**config.mk**
```make
export PLATFORM = sky130hd
export DESIGN_NAME = modn_ripple_free_counter
export DESIGN_NICKNAME = d
export VERILOG_FILES = /design/src/rtl/modn_ripple_free_counter.sv
export SDC_FILE = /design/constraint.sdc
export NUM_CORES = 1
export LEC_CHECK = 0
export ABC_AREA = 1
export CAP_MARGIN = 5
export CORE_MARGIN = 4
export CORE_UTILIZATION = 54
export CTS_BUF_LIST = sky130_fd_sc_hd__clkbuf_2
export CTS_CLUSTER_DIAMETER = 30
export DETAILED_ROUTE_END_ITERATION = 12
export PLACE_DENSITY_LB_ADDON = 0.08
export SLEW_MARGIN = 5
export SYNTH_ARGS = -nofsm -noshare
export SYNTH_HDL_FRONTEND = slang
export SYNTH_SLANG_ARGS = --single-unit
```
**constraint.sdc**
```tcl
create_clock -name clk -period 2.8 [get_ports clk]
set_input_delay 0.84 -clock clk [delete_from_list [all_inputs] [get_ports clk]]
set_output_delay 0.84 -clock clk [all_outputs]
set_load 0.005 [all_outputs]
```
**src/rtl/modn_ripple_free_counter.sv**
```systemverilog
// Synchronous cascade of NUM_DIGITS modulo-MODULUS digits with up/down, clear,
// range-checked parallel load, combinational terminal count and registered pulses.
module modn_ripple_free_counter #(
    parameter  int MODULUS    = 10,
    parameter  int NUM_DIGITS = 2,
    localparam int DIGIT_W    = ($clog2(MODULUS) < 1) ? 1 : $clog2(MODULUS)
) (
    input  logic                             clk,
    input  logic                             reset,
    input  logic                             clear,
    input  logic                             load,
    input  logic [NUM_DIGITS*DIGIT_W-1:0]    load_val,
    input  logic                             en,
    input  logic                             up,
    output logic [NUM_DIGITS*DIGIT_W-1:0]    q,
    output logic                             tc,
    output logic                             wrap,
    output logic                             load_err
);

    localparam int                 QW        = NUM_DIGITS * DIGIT_W;
    localparam logic [DIGIT_W-1:0] DIG_MAX   = DIGIT_W'(MODULUS - 1);
    localparam logic [DIGIT_W:0]   DIG_LIMIT = (DIGIT_W + 1)'(MODULUS);

    logic [QW-1:0]         q_reg;
    logic [QW-1:0]         q_next;
    logic [QW-1:0]         load_fixed;
    logic [NUM_DIGITS-1:0] step_up;
    logic [NUM_DIGITS-1:0] step_dn;
    logic                  all_max;
    logic                  all_zero;
    logic                  load_bad;
    logic                  tc_int;
    logic                  wrap_r;
    logic                  load_err_r;

    // Carry/borrow enables are prefix ANDs over the lower digits, so every
    // digit resolves its step from the current state in the same edge.
    always_comb begin
        logic run_max;
        logic run_zero;
        run_max    = 1'b1;
        run_zero   = 1'b1;
        step_up    = '0;
        step_dn    = '0;
        load_fixed = '0;
        load_bad   = 1'b0;
        for (int i = 0; i < NUM_DIGITS; i++) begin
            step_up[i] = run_max;
            step_dn[i] = run_zero;
            run_max    = run_max  & (q_reg[i*DIGIT_W +: DIGIT_W] == DIG_MAX);
            run_zero   = run_zero & (q_reg[i*DIGIT_W +: DIGIT_W] == '0);
            if ({1'b0, load_val[i*DIGIT_W +: DIGIT_W]} >= DIG_LIMIT)
                load_bad = 1'b1;
            else
                load_fixed[i*DIGIT_W +: DIGIT_W] = load_val[i*DIGIT_W +: DIGIT_W];
        end
        all_max  = run_max;
        all_zero = run_zero;
    end

    always_comb begin
        logic [DIGIT_W-1:0] dig;
        q_next = q_reg;
        dig    = '0;
        if (clear) begin
            q_next = '0;
        end else if (load) begin
            q_next = load_fixed;
        end else if (en) begin
            for (int i = 0; i < NUM_DIGITS; i++) begin
                dig = q_reg[i*DIGIT_W +: DIGIT_W];
                if (up && step_up[i])
                    q_next[i*DIGIT_W +: DIGIT_W] = (dig == DIG_MAX) ? '0 : dig + DIGIT_W'(1);
                else if (!up && step_dn[i])
                    q_next[i*DIGIT_W +: DIGIT_W] = (dig == '0) ? DIG_MAX : dig - DIGIT_W'(1);
            end
        end
    end

    assign tc_int = en & ~clear & ~load & (up ? all_max : all_zero);

    always_ff @(posedge clk or negedge reset) begin
        if (!reset) begin
            q_reg      <= '0;
            wrap_r     <= 1'b0;
            load_err_r <= 1'b0;
        end else begin
            q_reg      <= q_next;
            wrap_r     <= tc_int;
            load_err_r <= load & ~clear & load_bad;
        end
    end

    assign q        = q_reg;
    assign tc       = tc_int;
    assign wrap     = wrap_r;
    assign load_err = load_err_r;

endmodule

```
==> impl_results.md <==
- Switching Fraction: 39.32%
- VDD IR-drop max: 0.0004108 V
- I/O pins: 25
- Simple-Gate Fraction of Synth Area: 41.19%
- Drt first pass iters: 4
- Core area: 1577 µm²
- Met2 GRT Util: 41.19%
- # diodes: 0
- Capturing point of the worst reg2reg path: q[5]
- HP Start: q[7]
- Buffers and inverters on the worst path: 3
- CTS tree: yes
- DR vias: 1,136
- GR peak layer: met2
- CP max FO: 2
- PortBufs: 24
- Final min period: 2.694 ns
- Root Driver: clkbuf_2
- Max-cap violations: 0
- Worst setup SP type: primary input
- GRT Total Usage: 23.14%
- Crit path cell chain: clkdlybuf4s50_1 -> inv_1 -> nand2_1 -> nor3_2 -> clkdlybuf4s15_1
- Max Slew Vio Count: 0
- Tot Pwr: 0.0004813 W
- Initial Util: 59.92%
- Reg clk slew, reported paths: 0.12 ns
- Mapped Area: 944.7 µm²
- Net load switching power: 0.0001892 W
- H-tree depth: 1
- FF-to-FF Start: q[0]
- Max Clk Rate: 371.2 MHz
- Initial antenna violation count: 0
- Post-CTS Hold Fix Bufs: 0
- Internal power: 0.0002920 W
- Area delta synth->final: 43.18%
- Synth top area share: 26.49%
- Synth Warn #: 0
- Endpoints failing hold: 0
- Post-synthesis register bit count: 10
- Largest family of logic cells by synthesized area: simple AND/OR/NAND/NOR gates
- Slowest-stage cell, CP: clkdlybuf4s50_1
- Synthesized Nets: 172
- Layout Skew: 0.01291 ns
- Synth unique cells: 18
- Clock share of power: 17.9%
- Sequential share of power: 34.8%
- Adder-cell share of the synthesized area: 10.60%
- Filler cells: 97
- Avg WL per Cell: 13.38 µm
- First-pass GRT wire length: 4.574 mm
- Synth Area per Inst: 6.298 µm²
- Number of flip-flops under the largest register name: 8
- Actual slew at the worst max-slew pin: 0.5473 ns
- Nets: 217
- GRT met1 Usage: 28.68%
- Reg2Reg Depth: 11
- Max-Slew Margin vs Limit: 63.13%
- Largest net degree at the start of global routing: 11
- Tcrit/Tclk final: 96.22%
- Die Width: 49.83 µm
- DRT iter0 DRCs: 49
- Worst Setup SP: clear
- Clock latency on the worst-skew pair: 0.27 ns
- Hold Path Cell Cnt: 2
- Synth top area cells: dfrtp_1, nand2_1, ha_1, nand3_1, inv_1
- Post-synthesis compound-gate area fraction: 11.39%
- Final setup fails: 0
- Std cell rows: 14
- CP required: 1.96 ns
- Synth area leader: dfrtp_1
- Max incr delay on CP: 0.42 ns
- Vias per cell: 5.410
- Die Span Y: 49.83 µm
- WS Path Type: in -> out
- Combinational power share: 47.3%
- Leakage: 0.7068 nW
- GR Util met3: 3.012%
- Worst hold slack: 0.6060 ns
- Ratio of cells with drive above 1 in the final layout: 14.43%
- RSZ-0062 raised after global routing: false
- Crit path arrival time: 1.85 ns
- Status: finished clean
- Multiplexer share of the synthesized area: 0%
- Seq/Total Area, Yosys: 26.49%
- Hold/Removal Path Class: reg -> reg
- Gpl congestion: 0.8714
- Area of the die: 2483 µm²
- Top cell family by delay on the critical path: buffers and inverters
- Final WL: 2.810 mm
- Clock sink total: 10
- Post-synthesis xor/xnor area fraction: 1.854%
- Register-to-register setup slack: 1.17 ns
- ANT nets after route: 0
- Vias in the first global route: 1,083
- Max Root-Sink Buffers: 2
- Hpwl dp: 2.280 mm
- Total gr overflow: 0
- CTS Buf Count: 3
- CP endpoint kind: primary output
- Hold Path End: q[7]
- PwrDens: 355.8 nW/µm²
- Drt drc: 0
- Syn Inst Count: 150
-- worst register-to-register path: cells and delay by family (launching register included) --
| family | cells | cell delay, ns |
|---|---|---|
| AND/OR/NAND/NOR | 7 | 0.63 |
| adder cells (fa/ha/maj) | 1 | 0.19 |
| AO/OA/AOI/OAI | 1 | 0.10 |
| buffers and inverters | 2 | 0.27 |
| flip-flops | 1 | 0.40 |
-- metrics by stage --
step | cells | setup WS (ns) | TNS (ns) | util (%) | cell area [µm²]
floorplan | 150 | 0.5963 | 0 | - | 944.7
finish | 210 | 0.1057 | 0 | 85.79 | 1353
detailed placement | 205 | -0.5157 | -0.5157 | 83.73 | 1320
global route | 210 | 0.007497 | 0 | 85.79 | 1353
CTS | 209 | 0.09027 | 0 | 85.24 | 1344
global placement | 205 | -0.4523 | -0.4523 | 83.73 | 1320
-- per-layer routing --
layer  vias to the layer above  wire [µm]  part of all wire [%]
li1                        571          -                     -
met4                         0         91                   3.2
met3                        15        185                   6.6
met2                        50       1408                    50
met5                         -          0                     0
met1                       500       1124                    40
-- kinds of logic after synthesis --
| family | Yosys count |
|---|---|
| simple gates | 89 |
| buf+inv | 21 |
| compound gates | 20 |
| flops | 10 |
| fa+ha+maj | 8 |
| xor+xnor | 2 |
-- area by class of cell --
| cell class | instances | area, µm² | share of cell area, % |
|---|---|---|---|
| clock inverters | 1 | 3.754 | 0.2775 |
| repair buffers | 41 | 366.6 | 27.10 |
| well taps | 16 | 20.02 | 1.480 |
| inverters | 20 | 75.07 | 5.550 |
| clock buffers | 3 | 15.01 | 1.110 |
| flip-flops and latches | 10 | 250.2 | 18.50 |
| multi-input cells | 119 | 621.8 | 45.98 |
-- power by group through the flow --
stage | Clock [W] | Combinational (W) | Sequential, W
4_1_cts | 0.0000784 | 0.000225 | 0.000167
6_report | 0.0000862 | 0.000228 | 0.000167
2_1_floorplan | 0 | 0.000110 | 0.000176
3_3_place_gp | 0 | 0.000211 | 0.000169
3_5_place_dp | 0 | 0.000223 | 0.000170
5_1_grt | 0.0000947 | 0.000253 | 0.000169
-- cell usage after synthesis --
| cell | n |
|---|---|
| a21oi_1 | 8 |
| o21ai_2 | 1 |
| nand3_1 | 14 |
| inv_2 | 2 |
| buf_2 | 1 |
| nor2_4 | 3 |
| nand4_1 | 3 |
| ha_1 | 8 |
| a31oi_1 | 3 |
| o21ai_1 | 2 |
| nor3_1 | 4 |
| or2_1 | 1 |
| dfrtp_1 | 10 |
| xnor2_1 | 2 |
| inv_1 | 18 |
| nand2_1 | 54 |
| o21ai_0 | 6 |
| nor2_1 | 10 |
-- worst max-delay path by stage --
stage	endpoint	cells past startpoint	slack, ns
after floorplan	tc	4	0.60
after global placement	tc	6	-0.45
after detailed placement	tc	6	-0.52
after CTS	tc	5	0.09
after global routing	tc	5	0.007
final	tc	5	0.11
-- layout by cell type (no fill, tap or decap), drive strengths merged --
cell type	synthesis	final
nand2	54	54
clkdlybuf4s50	0	22
inv	20	20
buf	1	17
nand3	14	14
nor2	13	13
dfrtp	10	10
o21ai	9	9
a21oi	8	8
ha	8	8
nor3	4	4
nand4	3	3
a31oi	3	3
clkbuf	0	3
xnor2	2	2
or2	1	1
clkinv	0	1
dlygate4sd2	0	1
clkdlybuf4s15	0	1
-- timing repair --
| action | in CTS | in global routing |
|---|---|---|
| buffers inserted | 0 | 1 |
| gates resized for setup | 4 | 1 |
| endpoints found under the setup margin | 1 | 1 |
| pin swaps | 0 | 1 |
| hold endpoints to repair | 0 | 0 |
(Power assumes the default switching activity.)
